**src/rtl/sram_pattern_tester.sv**
```systemverilog
// SRAM pattern tester: writes E(a) then reads and checks, over two passes (pattern, complement).
// Latency: 4 cycles per access with a non-stalling controller; done 16*N cycles after start.
// Backpressure: requests hold in ISSUE states until mem_ready; start is ignored while busy.
module sram_pattern_tester #(
  parameter int ADDR_WIDTH = 19,
  parameter int DATA_WIDTH = 8,
  parameter logic [ADDR_WIDTH-1:0] ADDR_LAST = {ADDR_WIDTH{1'b1}}
) (
  input  logic                  clk,
  input  logic                  reset_n,
  input  logic                  start,
  input  logic [DATA_WIDTH-1:0] seed,
  output logic                  busy,
  output logic                  done,
  output logic                  pass,
  output logic [15:0]           err_count,
  output logic [ADDR_WIDTH-1:0] first_err_addr,
  output logic                  mem_req_n,
  output logic                  mem_rh_wl,
  output logic [ADDR_WIDTH-1:0] mem_addr,
  output logic [DATA_WIDTH-1:0] mem_data_w,
  input  logic                  mem_ready,
  input  logic [DATA_WIDTH-1:0] mem_data_r
);

  typedef enum logic [2:0] {
    S_IDLE     = 3'd0,
    S_WR_ISSUE = 3'd1,
    S_WR_WAIT  = 3'd2,
    S_RD_ISSUE = 3'd3,
    S_RD_WAIT  = 3'd4,
    S_DONE     = 3'd5
  } state_t;

  state_t                r_state;
  state_t                w_state_nxt;
  logic [ADDR_WIDTH-1:0] r_addr;
  logic                  r_pass_bit;
  logic [DATA_WIDTH-1:0] r_seed;
  logic [15:0]           r_err_cnt;
  logic [ADDR_WIDTH-1:0] r_first_err;

  logic                  w_start_run;
  logic                  w_addr_inc;
  logic                  w_addr_clr;
  logic                  w_pass_set;
  logic                  w_cmp;
  logic                  w_last;
  logic [DATA_WIDTH-1:0] w_exp;

  // Expected data: address folded to data width, xor seed, complemented on the second pass.
  assign w_exp  = DATA_WIDTH'(r_addr) ^ r_seed ^ {DATA_WIDTH{r_pass_bit}};
  assign w_last = (r_addr == ADDR_LAST);

  // Outputs depend only on registers, never on mem_ready/mem_data_r.
  assign mem_req_n      = !((r_state == S_WR_ISSUE) || (r_state == S_RD_ISSUE));
  assign mem_rh_wl      = !((r_state == S_WR_ISSUE) || (r_state == S_WR_WAIT));
  assign mem_addr       = r_addr;
  assign mem_data_w     = w_exp;
  assign busy           = !((r_state == S_IDLE) || (r_state == S_DONE));
  assign done           = (r_state == S_DONE);
  assign pass           = done && (r_err_cnt == 16'd0);
  assign err_count      = r_err_cnt;
  assign first_err_addr = r_first_err;

  // State register.
  always_ff @(posedge clk or negedge reset_n) begin
    if (!reset_n) r_state <= S_IDLE;
    else          r_state <= w_state_nxt;
  end

  // Next-state decode and datapath strobes.
  always_comb begin
    w_state_nxt = r_state;
    w_start_run = 1'b0;
    w_addr_inc  = 1'b0;
    w_addr_clr  = 1'b0;
    w_pass_set  = 1'b0;
    w_cmp       = 1'b0;
    case (r_state)
      S_IDLE, S_DONE: begin
        if (start) begin
          w_state_nxt = S_WR_ISSUE;
          w_start_run = 1'b1;
        end
      end
      S_WR_ISSUE: if (mem_ready) w_state_nxt = S_WR_WAIT;
      S_WR_WAIT: begin
        if (mem_ready) begin
          if (w_last) begin
            w_addr_clr  = 1'b1;
            w_state_nxt = S_RD_ISSUE;
          end else begin
            w_addr_inc  = 1'b1;
            w_state_nxt = S_WR_ISSUE;
          end
        end
      end
      S_RD_ISSUE: if (mem_ready) w_state_nxt = S_RD_WAIT;
      S_RD_WAIT: begin
        if (mem_ready) begin
          w_cmp = 1'b1;
          if (!w_last) begin
            w_addr_inc  = 1'b1;
            w_state_nxt = S_RD_ISSUE;
          end else if (!r_pass_bit) begin
            w_pass_set  = 1'b1;
            w_addr_clr  = 1'b1;
            w_state_nxt = S_WR_ISSUE;
          end else begin
            w_state_nxt = S_DONE;
          end
        end
      end
      default: w_state_nxt = S_IDLE;
    endcase
  end

  // Address counter, pass bit, seed latch and error bookkeeping.
  always_ff @(posedge clk or negedge reset_n) begin
    if (!reset_n) begin
      r_addr      <= '0;
      r_pass_bit  <= 1'b0;
      r_seed      <= '0;
      r_err_cnt   <= 16'd0;
      r_first_err <= '0;
    end else if (w_start_run) begin
      r_addr      <= '0;
      r_pass_bit  <= 1'b0;
      r_seed      <= seed;
      r_err_cnt   <= 16'd0;
      r_first_err <= '0;
    end else begin
      if (w_addr_clr)      r_addr <= '0;
      else if (w_addr_inc) r_addr <= r_addr + ADDR_WIDTH'(1);
      if (w_pass_set) r_pass_bit <= 1'b1;
      if (w_cmp && (mem_data_r != w_exp)) begin
        if (r_err_cnt != 16'hFFFF) r_err_cnt <= r_err_cnt + 16'd1;
        if (r_err_cnt == 16'd0)    r_first_err <= r_addr;
      end
    end
  end

endmodule

```
**config.mk**
```make
export PLATFORM = sky130hd
export DESIGN_NAME = sram_pattern_tester
export DESIGN_NICKNAME = d
export VERILOG_FILES = /design/src/rtl/sram_pattern_tester.sv
export SDC_FILE = /design/constraint.sdc
export NUM_CORES = 1
export LEC_CHECK = 0
export BUFFER_PORTS_ARGS = -buffer_cell sky130_fd_sc_hd__buf_2
export CAP_MARGIN = 25
export CORE_MARGIN = 2
export CORE_UTILIZATION = 59
export CTS_CLUSTER_SIZE = 24
export DETAILED_ROUTE_END_ITERATION = 7
export PLACE_DENSITY = 0.88
export SLEW_MARGIN = 20
export SYNTH_ARGS = -nofsm -noshare
export SYNTH_HDL_FRONTEND = slang
export SYNTH_SLANG_ARGS = --single-unit
```
**constraint.sdc**
```tcl
create_clock -name clk -period 3.8 [get_ports clk]
set_input_delay 0.19 -clock clk [delete_from_list [all_inputs] [get_ports clk]]
set_output_delay 0.19 -clock clk [all_outputs]
set_load 0.02 [all_outputs]
```
# After elaboration in Yosys (flattened, before gate mapping)
# Index checks and enable logic that the tools add are counted.
totals:
  wordCells: 77
  inputBits: 20
  register_bits: 66
  output_inout_bits: 67
op_classes:
  add_sub_neg: 2
  muxes: 34
  eq_ne: 13
  reduce_logical: 20
  bitwise_logic: 2
ops:
  columns: ["op", "count"]
  rows:
  - ["19-bit 2-to-1 mux", 6]
  - ["16-bit 2-to-1 mux", 3]
  - ["3-bit 2-to-1 mux", 7]
  - ["19-bit by 1-bit adder with 19-bit output, second input constant", 1]
  - ["19-bit == test, second input constant", 1]
  - ["16-bit by 1-bit adder with 16-bit output, second input constant", 1]
  - ["16-bit zero test", 1]
  - ["16-bit inequality test, second input constant", 1]
  - ["8-bit bitwise XOR", 2]
  - ["1-bit 2-to-1 mux", 15]
  - ["3-bit one-hot mux with 5 select lines", 1]
  - ["2-bit inequality test, second input constant", 5]
  - ["8-bit inequality test", 1]
  - ["2-bit nonzero test", 4]
  - ["3-bit by 2-bit == test with 1-bit output, second input constant", 2]
  - ["3-bit == test, second input constant", 2]
  - ["5-bit AND reduction", 1]
  - ["2-bit AND reduction", 2]
  - ["2-bit OR reduction", 2]
  - ["3-bit by 1-bit == test with 1-bit output, second input constant", 1]
  - ["1-bit zero test", 3]
  - ["3-bit zero test", 1]
  - ["1-bit logical OR", 3]
  - ["3-bit nonzero test", 1]
  - ["3 further kinds", 4]

# Depth between registers and ports, before layout
depth:
  word_depth: 7
  ltp_mapped: 9
  mapped_depth_nobuf: 7

# Worst setup path before layout
# No wires, ideal clock.
synth_timing:
  kind: "reg2reg"
  start: "register r_addr[3], in the netlist mem_addr[3]"
  end: "register r_first_err[15], in the netlist first_err_addr[15]"
  t_required_ps: 3681
  slack_ps: 1496
  path_buffers: 3
  period_less_slack_ps: 2304
  arrival_ps: 2185
  setup_ps: 119
  path_stages_with_launch: 10
  path_cell_list: "dfrtp_1 -> buf_6 -> xor3_1 -> nor4bb_4 -> a31o_4 -> a2111o_1 -> buf_6 -> buf_12 -> nand3_2 -> o21ai_2"
synth_between:
  elab_chain_len: 6
synth_rtl:
  columns: ["element", "line_no", "rtl"]
  rows:
  - ["from (decl)", "37", "logic [ADDR_WIDTH-1:0] r_addr;"]
  - ["from (signal assigned)", "135", "else if (w_addr_inc) r_addr <= r_addr + ADDR_WIDTH'(1);"]
  - ["8-bit bitwise XOR (2 in a row)", "52", "assign w_exp = DATA_WIDTH'(r_addr) ^ r_seed ^ {DATA_WIDTH{r_pass_bit}};"]
  - ["8-bit inequality test", "137", "if (w_cmp && (mem_data_r != w_exp)) begin"]
  - ["1-bit logical AND", "137", null]
  - ["2-bit nonzero test (no line)", null, null]
  - ["2-bit AND reduction (no line)", null, null]
  - ["to (signal assigned)", "139", "if (r_err_cnt == 16'd0) r_first_err <= r_addr;"]
  - ["to (decl)", "41", "logic [ADDR_WIDTH-1:0] r_first_err;"]
# Every way passes these cells.
# A chain may end at the register's enable or synchronous reset.

# Worst setup path after layout
layout_timing:
  start: "register r_pass_bit"
  end: "register r_err_cnt[3], in the netlist err_count[3]"
layout_between:
  elab_chain_len: 5
layout_rtl:
  columns: ["element", "line_no", "rtl"]
  rows:
  - ["from (decl)", "38", "logic r_pass_bit;"]
  - ["from (signal assigned)", "123", "r_pass_bit <= 1'b0;"]
  - ["from (signal assigned)", "129", "r_pass_bit <= 1'b0;"]
  - ["from (signal assigned)", "136", "if (w_pass_set) r_pass_bit <= 1'b1;"]
  - ["8-bit bitwise XOR", "52", null]
  - ["8-bit inequality test", "137", null]
  - ["1-bit logical AND", "137", null]
  - ["2-bit nonzero test (no line)", null, null]
  - ["2-bit AND reduction (no line)", null, null]
  - ["to (signal assigned)", "138", "if (r_err_cnt != 16'hFFFF) r_err_cnt <= r_err_cnt + 16'd1;"]
  - ["to (decl)", "40", "logic [15:0] r_err_cnt;"]
# Every way passes these cells.

==> flow_metrics.py <==
metrics = {
    "layout": {
        "antenna_cells": 0,
        "syn2layout_area_growth_pct": 17.1,
        "final_net_count": 529,
        "stdcell_count": 588,
        "fill_cells": 485,
        "layout-drive-gt1-share": 0.274,
    },
    "floorplan": {
        "dieArea_sq_um": 7390,
        "dieWidth_microns": 86.0,
        "io_pins": 87,
        "rows": 29,
        "start_util": 0.618,
        "core-area_sq_um": 6420,
        "fp.dieH_microns": 86.0,
    },
    "worst_setup_path": {
        "cp.buffers_inverters": 0,
        "worst_path_largest_cell_delay_ns": 0.78,
        "start_kind": "flip-flop",
        "cpMaxStageDelayCell": "dfrtp_1",
        "cp-end-kind": "flip-flop",
        "timing.critical_path.max_delay_family": "flip-flops",
        "critPathKind": "reg -> reg",
        "path_max_fanout": 18,
        "crit_chain": "xnor2_1 > xnor3_1 > nor4_2 > a21oi_2 > nand4_1 > mux2_2",
        "worstPathArrival_ns": 2.98,
        "required_ns": 4.03,
    },
    "yosys": {
        "synth_seq_cells": 66,
        "synth-compound-area-share": 0.157,
        "synthSimpleGateAreaFrac": 0.236,
        "netlist_area_sq_um": 3970,
        "synth_seq_area_share": 0.416,
        "synthesis.nets": 450,
        "synth_warnings": 0,
        "synth.top_cell.area_share": 0.416,
        "synth_top_family_by_area": "simple AND/OR/NAND/NOR gates",
        "synth-async-reset-ratio": 1.00,
        "synth_cell_type_count": 59,
        "ys.flop_type": "dfrtp_1",
        "syn_avg_cell_area_sq_um": 9.29,
        "synth_xor_area_frac": 0.104,
        "synth.area.mux_share": 0.0132,
        "synth_adder_area_share": 0.00946,
        "syn_inst": 427,
        "synth_largest_area_cell": "dfrtp_1",
        "synth-edff-count": 0,
        "synth_area_leaders": "dfrtp_1, xnor2_1, nand2_1",
    },
    "worst_hold_path": {
        "min_path_type": "in -> reg",
    },
    "placed_design": {
        "place.gp.congestion": 0.859,
        "dp_slack_ns": 1.10,
        "dp_cells": 569,
        "place_hpwl_mm": 6.87,
        "port-buffer-count": 86,
    },
    "sta": {
        "fin_crit_sh": 0.724,
        "slew_violations": 0,
        "worstMarginPinSlew_ns": 0.843,
        "finalSetupTns_ns": 0,
        "fin_ws_ns": 1.05,
        "max-slew-margin-rel": 0.438,
        "fin_skew_ns": 0.00866,
        "grt_setup_unrepaired": "no",
        "hold_violations": 0,
        "fmax_mhz": 363,
        "period_minus_slack_ns": 2.75,
        "finalSetupViolations": 0,
    },
    "power_and_ir_drop": {
        "power_mw": 2.63,
        "ir_worst_vdd_uv": 390,
        "p_per_area_nw_per_um2": 565,
        "p_leak_nw": 2.22,
    },
    "detailed_routing": {
        "avgRoutedWirePerCell_microns": 16.6,
        "vias": 3578,
        "wirelength_mm": 9.77,
        "drt-vias-per-instance": 6.09,
        "antenna_left": 0,
        "drc_errors": 0,
        "firstDrtPassIters": 5,
        "dr.first_iter.drc_count": 311,
    },
    "clock_network": {
        "cts_root_buf": "clkbuf_8",
        "cts_inserted_buffers": 9,
        "clock-sinks": 66,
        "hold_buffers": 0,
        "clk_pin_slew_ns": 0.07,
        "cts_buffer_depth": 2,
        "cts_tree": "built",
        "cts_max_level": 3,
        "cts-resized-gates": 0,
        "insertion_delay_ns": 0.35,
        "cts_setup_buffers": 0,
    },
    "global_routing": {
        "grt_max_degree": 42,
        "antenna_found_initial": 0,
        "grt_pass1_vias": 3375,
        "gr-total-overflow": 0,
        "gr-usage-all-layers": 0.276,
        "grt_first_pass_wirelength_mm": 16.2,
    },
    "flow_run": {
        "drv_cap": 0,
    },
    "run_status": {
        "status": "completed",
    },
}
cell usage in the layout (no fill, tap or decap), types with 3 or more instances in the layout:
| master | Yosys | final |
|---|---|---|
| buf_4 | 4 | 4 |
| o21ai_0 | 18 | 18 |
| a31oi_1 | 6 | 6 |
| xnor3_1 | 3 | 3 |
| bufinv_16 | 0 | 3 |
| nand3_2 | 10 | 10 |
| o31ai_1 | 3 | 3 |
| nor3_1 | 6 | 6 |
| and4_1 | 3 | 3 |
| and2_1 | 5 | 5 |
| nor2_1 | 36 | 36 |
| dfrtp_1 | 66 | 66 |
| mux2i_1 | 3 | 3 |
| buf_2 | 2 | 86 |
| ha_1 | 3 | 3 |
| inv_1 | 26 | 26 |
| o21ai_2 | 11 | 11 |
| nand2_1 | 51 | 51 |
| nand2b_1 | 5 | 5 |
| a41o_1 | 3 | 3 |
| clkbuf_8 | 0 | 9 |
| xnor2_1 | 22 | 22 |
| nor4_1 | 5 | 5 |
| or4_1 | 4 | 4 |
| nand4_1 | 9 | 9 |
| a211oi_1 | 7 | 7 |
| and3_1 | 10 | 10 |
| nand3_1 | 28 | 28 |
| xor3_1 | 3 | 3 |
| a21oi_1 | 20 | 20 |
power breakdown:
group | switching [mW] | internal, mW | total, mW
logic | 0.618 | 0.399 | 1.02
clock network | 0.289 | 0.436 | 0.724
registers | 0.112 | 0.772 | 0.884
total | 1.02 | 1.61 | 2.63
worst reg2reg max path, stage by stage (launching register included):
cell,delay [ns]
dfrtp_1,0.78
xnor2_1,0.24
xnor3_1,0.29
nor4_2,0.46
a21oi_2,0.33
nand4_1,0.19
mux2_2,0.33
worst paths after layout:
kind / start / to / slack, ns / depth (start not counted)
worst min register to register: first_err_addr[7] / first_err_addr[7] / 0.50 / 2
min in group asynchronous: reset_n / r_seed[2] / 0.29 / 2
worst min-delay path: seed[3] / r_seed[3] / 0.03 / 3
worst max-delay path: r_pass_bit / err_count[3] / 1.05 / 6
worst max register to register: r_pass_bit / err_count[3] / 1.05 / 6
max in group asynchronous: reset_n / err_count[14] / 2.63 / 4
synth_stat cells (6+ instances only):
| master | instances |
|---|---|
| nor3_1 | 6 |
| nand4_1 | 9 |
| nor2_1 | 36 |
| clkbuf_1 | 13 |
| and3_1 | 10 |
| nand3_2 | 10 |
| a21oi_1 | 20 |
| xnor2_1 | 22 |
| o21ai_2 | 11 |
| nand2_1 | 51 |
| a31oi_1 | 6 |
| a211oi_1 | 7 |
| o21ai_0 | 18 |
| inv_1 | 26 |
| nand3_1 | 28 |
| dfrtp_1 | 66 |
kinds of logic after synthesis:
logic type | after synthesis
AO/OA/AOI/OAI | 90
multiplexers | 5
buffers and inverters | 51
adder cells (fa/ha/maj) | 3
XOR/XNOR | 33
flip-flops | 66
AND/OR/NAND/NOR | 179
metrics by stage:
stage                     cell area (sq um)   util  hold slack [ns]
after floorplan                        3970      -           -0.106
after global placement                 4360  0.680            0.367
after detailed placement               4360  0.680            0.385
after CTS                              4610  0.717           0.0211
after global routing                   4640  0.723           0.0413
final                                  4640  0.723           0.0317
sequential cells by signal (all words and copies together) (netlist names):
signal / count
r_state: 3
r_pass_bit: 1
first_err_addr: 19
mem_addr: 19
err_count: 16
r_seed: 8
area by class of cell:
cell class              count  area [sq um]  share of cell area
clock buffers               9           124              0.0267
clock inverters             7           118              0.0253
inverters                  27           101              0.0218
multi-input cells         310          2060               0.444
flip-flops and latches     66          1650               0.356
well taps                  77          96.3              0.0207
repair buffers             92           490               0.106
per-layer routing:
| metal | vias to the layer above | global-route usage | wire [microns] |
|---|---|---|---|
| li1 | 1668 | - | - |
| met1 | 1733 | 0.369 | 4090 |
| met2 | 160 | 0.456 | 4860 |
| met3 | 17 | 0.0510 | 647 |
| met4 | 0 | 0.0880 | 162 |
| met5 | - | 0 | 0 |
Note: power is estimated with default switching activity, not from simulation.
